[src/rtl/tick_debounce.sv]
// tick_debounce
//   Push-button debouncer and edge detector sampled on a one-cycle tick strobe.
//   The raw pin goes through a 2-flop synchronizer that runs every clk. A change
//   is accepted after STABLE_TICKS consecutive tick samples that differ from the
//   debounced level. Any agreeing sample cancels all progress.
//   Optional long-press detection is enabled with `define TICK_DEBOUNCE_LONGPRESS_EN.
//
// Parameters
//   STABLE_TICKS  consecutive differing samples needed to accept a change (>=1)
//   LONG_TICKS    ticks a press must be held before long fires (>=1)
//   ACTIVE_LOW    1: pin reads 0 when pressed
// Ports
//   clk       system clock, rising edge
//   rst       synchronous active-high reset
//   tick      sample strobe, one clk wide (may be tied high)
//   btn_in    raw asynchronous button pin
//   level     debounced pressed state (1 = pressed)
//   press     one-cycle pulse when a press is accepted
//   released  one-cycle pulse when a release is accepted
//             ("release" is a reserved word in SystemVerilog)
//   long      one-cycle pulse once per press after LONG_TICKS held ticks
module tick_debounce #(
  parameter int unsigned STABLE_TICKS = 4,
  parameter int unsigned LONG_TICKS   = 100,
  parameter bit          ACTIVE_LOW   = 1'b1
) (
  input  logic clk,
  input  logic rst,
  input  logic tick,
  input  logic btn_in,
  output logic level,
  output logic press,
  output logic released,
  output logic long
);

  localparam int unsigned      CW       = $clog2(STABLE_TICKS + 1);
  localparam logic [CW-1:0]    CNT_LAST = CW'(STABLE_TICKS - 1);

  logic [1:0]    sync;
  logic          raw;
  logic [CW-1:0] cnt;
  logic          accept;

  // Reset loads the idle pin value so no spurious change follows reset.
  always_ff @(posedge clk) begin
    if (rst) begin
      sync <= {2{ACTIVE_LOW}};
    end else begin
      sync <= {sync[0], btn_in};
    end
  end

  assign raw    = sync[1] ^ ACTIVE_LOW;
  assign accept = tick && (raw != level) && (cnt == CNT_LAST);

  always_ff @(posedge clk) begin
    if (rst) begin
      level    <= 1'b0;
      cnt      <= '0;
      press    <= 1'b0;
      released <= 1'b0;
    end else begin
      press    <= 1'b0;
      released <= 1'b0;
      if (tick) begin
        if (raw == level) begin
          cnt <= '0;
        end else if (cnt == CNT_LAST) begin
          level <= raw;
          cnt   <= '0;
          if (raw) begin
            press <= 1'b1;
          end else begin
            released <= 1'b1;
          end
        end else begin
          cnt <= cnt + 1'b1;
        end
      end
    end
  end

`ifdef TICK_DEBOUNCE_LONGPRESS_EN
  localparam int unsigned   HW        = $clog2(LONG_TICKS + 1);
  localparam logic [HW-1:0] HOLD_LAST = HW'(LONG_TICKS - 1);

  typedef enum logic [1:0] {
    IDLE,
    PRESSED,
    HELD
  } hold_state_t;

  hold_state_t   state;
  logic [HW-1:0] hold_cnt;

  // Release acceptance is checked before the hold count, so a release landing
  // on the final hold tick suppresses long.
  always_ff @(posedge clk) begin
    if (rst) begin
      state    <= IDLE;
      hold_cnt <= '0;
      long     <= 1'b0;
    end else begin
      long <= 1'b0;
      case (state)
        IDLE: begin
          if (accept && raw) begin
            state    <= PRESSED;
            hold_cnt <= '0;
          end
        end
        PRESSED: begin
          if (accept && !raw) begin
            state <= IDLE;
          end else if (tick) begin
            if (hold_cnt == HOLD_LAST) begin
              long  <= 1'b1;
              state <= HELD;
            end else begin
              hold_cnt <= hold_cnt + 1'b1;
            end
          end
        end
        HELD: begin
          if (accept && !raw) begin
            state <= IDLE;
          end
        end
        default: state <= IDLE;
      endcase
    end
  end
`else
  // LONG_TICKS has no effect in this build; it is referenced only so the
  // parameter stays consumed.
  localparam bit LONG_UNUSED = (LONG_TICKS == 0);
  assign long = 1'b0 & LONG_UNUSED;
`endif

endmodule

[config.mk]
export PLATFORM = sky130hd
export DESIGN_NAME = tick_debounce
export DESIGN_NICKNAME = d
export VERILOG_FILES = /design/src/rtl/tick_debounce.sv
export SDC_FILE = /design/constraint.sdc
export NUM_CORES = 1
export LEC_CHECK = 0
export ABC_CLOCK_PERIOD_IN_PS = 1350
export BUFFER_PORTS_ARGS = -buffer_cell sky130_fd_sc_hd__buf_2
export CORE_AREA = 2 2 39 41
export CTS_CLUSTER_DIAMETER = 40
export DETAILED_ROUTE_END_ITERATION = 8
export DIE_AREA = 0 0 41 43
export PLACE_DENSITY = 0.5
export SYNTH_ARGS = -nofsm -noshare
export SYNTH_HDL_FRONTEND = slang
export SYNTH_SLANG_ARGS = --single-unit
[constraint.sdc]
create_clock -name clk -period 1.35 [get_ports clk]
set_input_delay 0.3375 -clock clk [delete_from_list [all_inputs] [get_ports clk]]
set_output_delay 0.3375 -clock clk [all_outputs]
set_load 0.005 [all_outputs]
# ---- Word-level counts from Yosys, hierarchy flattened
# Cells that the tools add are included.
dict set report totals {
  reg_bits 8
  in_bits 4
  wordCells 18
}
dict set report classes {
  addsub 1
  eq_ne 2
  muxes 4
  bitwise_logic 4
  reduce_logical 2
}
# op n
set op_table {}
lappend op_table {{$mux W3} 2}
lappend op_table {{$not A1 Y1} 4}
lappend op_table {{$reduce_or A4 Y1} 1}
lappend op_table {{$add A3 B1 Y3 const B} 1}
lappend op_table {{$eq A3 B2 Y1 const B} 1}
lappend op_table {{$reduce_and A3 Y1} 1}
lappend op_table {{$mux W1} 2}
lappend op_table {{$eq A1 B1 Y1} 1}

# ---- Depth between registers and ports, before layout
dict set report depth {
  ltp_word 4
  mapped_depth 4
  depth_no_buf 4
}

# ---- Least setup slack after synthesis
# OpenSTA, ideal clock, no wires.
dict set report synth_timing {
  path_kind {register -> register}
  start {register cnt[0]}
  end {register level}
  arrival_ns 0.892
  setup_slack_ns 0.367
  path_stages_with_launch 5
  path_cell_list {dfxtp_1 ha_1 nor2b_4 a21oi_1 a311oi_1}
}
dict set report synth_between {
  elab_chain_cells 2
}
# item line_no
set synth_rtl {}
lappend synth_rtl {{start: declaration} 42} ;# logic [CW-1:0] cnt;
lappend synth_rtl {{start signal: assignment} 78} ;# cnt <= cnt + 1'b1;
lappend synth_rtl {{$eq A3 B2 Y1} 69} ;# end else if (cnt == CNT_LAST) begin
lappend synth_rtl {{$reduce_and A3 Y1 (no line)} --}
lappend synth_rtl {{end signal: assignment} 70} ;# level <= raw;
lappend synth_rtl {{end: declaration} 31} ;# output logic level,
# No other way between the ends.
# A chain may end at the register's enable or synchronous reset.

# ---- Worst setup path after layout
dict set report layout_timing {
  start {register level}
  end {output level}
}
# No word-level cell between the ends.

==> out/metrics.yaml <==
synth_fa_ha_area_share_pct: 4.07
grt_overflow: 0
clock_sinks: 8
cp_top_family: "flip-flops"
clk_pin_slew_ps: 50
holdCritPathClass: "input pin to flop"
grt_pass1_wl_um: 966
gr-usage-all-layers_pct: 8.37
netlist_area_um2: 308
drtAntennaViolNets: 0
hold_buffers: 0
finalSetupTns_ps: 0
area_delta_synth_final_pct: 21.1
utilization_pct: 26.9
ys_types: 15
finalMaxSlewViolations: 0
synth_edf_count: 0
drive_gt1_share_pct: 31.6
synth_cells: 30
setup.worst_path.end_class: "primary output"
muxShareOfSynthArea_pct: 0
synth_area_leaders: "dfxtp_1 (52%), nand2b_1 (8.1%), a21oi_1 (6.5%)"
syn_nets: 35
path_class: "flop to primary output"
routed_wl_um: 523
synth_top_area_cell: "dfxtp_1"
finalSetupViolCount: 0
antenna_found_initial: 0
gp_congestion: 0.638
viasPerCell: 4.17
cp.required_ps: 1010
slowest_stage: "dfxtp_1"
die_w_um: 41
rows: 14
cts_buffer_depth: 2
placed_cell_area_um2: 350
cts_tree: "done"
post_cts_resized: 0
path_cells: "buf_2"
grt_max_degree: 9
coreArea_um2: 1380
clock-root-buffer: "clkbuf_4"
ir_drop_mv: 0.362
drt_iter0_markers: 1
finalHoldViolations: 0
path_max_fanout: 5
cpPeakStageDelay_ps: 410
io_pins: 8
leakage_nw: 0.144
synth_ff_type: "dfxtp_1"
seq_area_frac_synth_pct: 52.0
grt_setup_unrepaired: "no"
synth_xor_area_share_pct: 2.85
yosysMostFrequentCell: "dfxtp_1"
die-height_um: 43
initial_core_util_pct: 22.2
post_cts_buffers: 0
clock_latency_ps: 250
syn_area_per_cell_um2: 10.3
critical_path_buf_inv_count: 1
drt_first_pass_iters: 2
skew_ps: 1.55
drc: 0
io_buffers: 6
num-nets-final: 45
fin_crit_ps: 1140
max_cap_viol_count: 0
vias: 225
synth_top_area_share_pct: 52.0
post_drt_wl_per_cell_um: 9.69
synth-async-reset-ratio_pct: 0
cp-start-kind: "flop"
ys_ff_latch: 8
status: "finished clean"
synth-compound-area-share_pct: 9.35
synth_common_cells: "dfxtp_1 (8), a21oi_1 (4), nand2b_1 (4)"
power_density_nw_per_um2: 1180
numCtsBuffers: 3
synth_top_family_by_area: "simple AND/OR/NAND/NOR gates"
max_freq_ghz: 0.878
htreeDepth: 1
arrival_ps: 800
stdcell_area_um2: 373
antenna_cells: 0
fp.dieArea_um2: 1760
power_mw: 0.440
period_share_pct: 84.4
yosys_warnings: 0
grt_pass1_vias: 248
synth_simple_gate_area_share_pct: 28.0
==> cell usage in the layout (no fill, tap or decap), types with 2 or more instances in the layout <==
cell type / instances
buf_2: 6
a21oi_1: 4
nand2b_1: 4
dfxtp_1: 8
nand2_1: 2
clkbuf_4: 3
or2_2: 2
==> power by group <==
group | switching (mW) | total [mW] | leakage, nW | internal [mW]
Combinational | 0.00917 | 0.0175 | 0.0651 | 0.00830
Clock | 0.0791 | 0.181 | 0.0138 | 0.102
Sequential | 0.00225 | 0.242 | 0.0650 | 0.240
==> final cells by class <==
type,count,area (um^2)
clock buffers,3,22.5
repair buffers,6,30.0
fillers,155,1010
well taps,16,20.0
multi-input cells,21,140
flip-flops and latches,8,160
==> final timing paths <==
path | from | endpoint | slack [ps] | depth (start not counted)
setup / recovery | level | level | 210 | 1
hold / removal | btn_in | sync[0] | 270 | 2
setup reg to reg | cnt[0] | level | 230 | 4
hold reg to reg | sync[0] | sync[1] | 410 | 1
==> layer usage <==
| layer | global-route usage, % | vias to the layer above | wire (um) |
|---|---|---|---|
| met3 | 2.09 | 0 | 29 |
| met2 | 10.6 | 7 | 232 |
| li1 | - | 118 | - |
| met4 | 8.00 | 0 | 0 |
| met1 | 10.7 | 100 | 261 |
| met5 | 0 | - | 0 |
==> cell families after synthesis <==
family / Yosys count
DFF: 8
buffers and inverters: 1
xor gates and xnor gates: 1
and+or+nand+nor: 13
AOI/OAI and AO/OA: 5
other: 1
adders and majority gates: 1
==> sequential cells by signal, indices dropped and copies added, names as in the netlist <==
register and count:
cnt 3, press 1, level 1, released 1, sync 2
==> through the flow <==
step	std cells	setup slack, ps	hold WS, ps
floorplan	30	367	389
global placement	51	284	393
detailed placement	51	246	393
CTS	54	189	264
global route	54	131	264
finish	54	211	269
No activity file was read; power rests on OpenSTA's default activity.
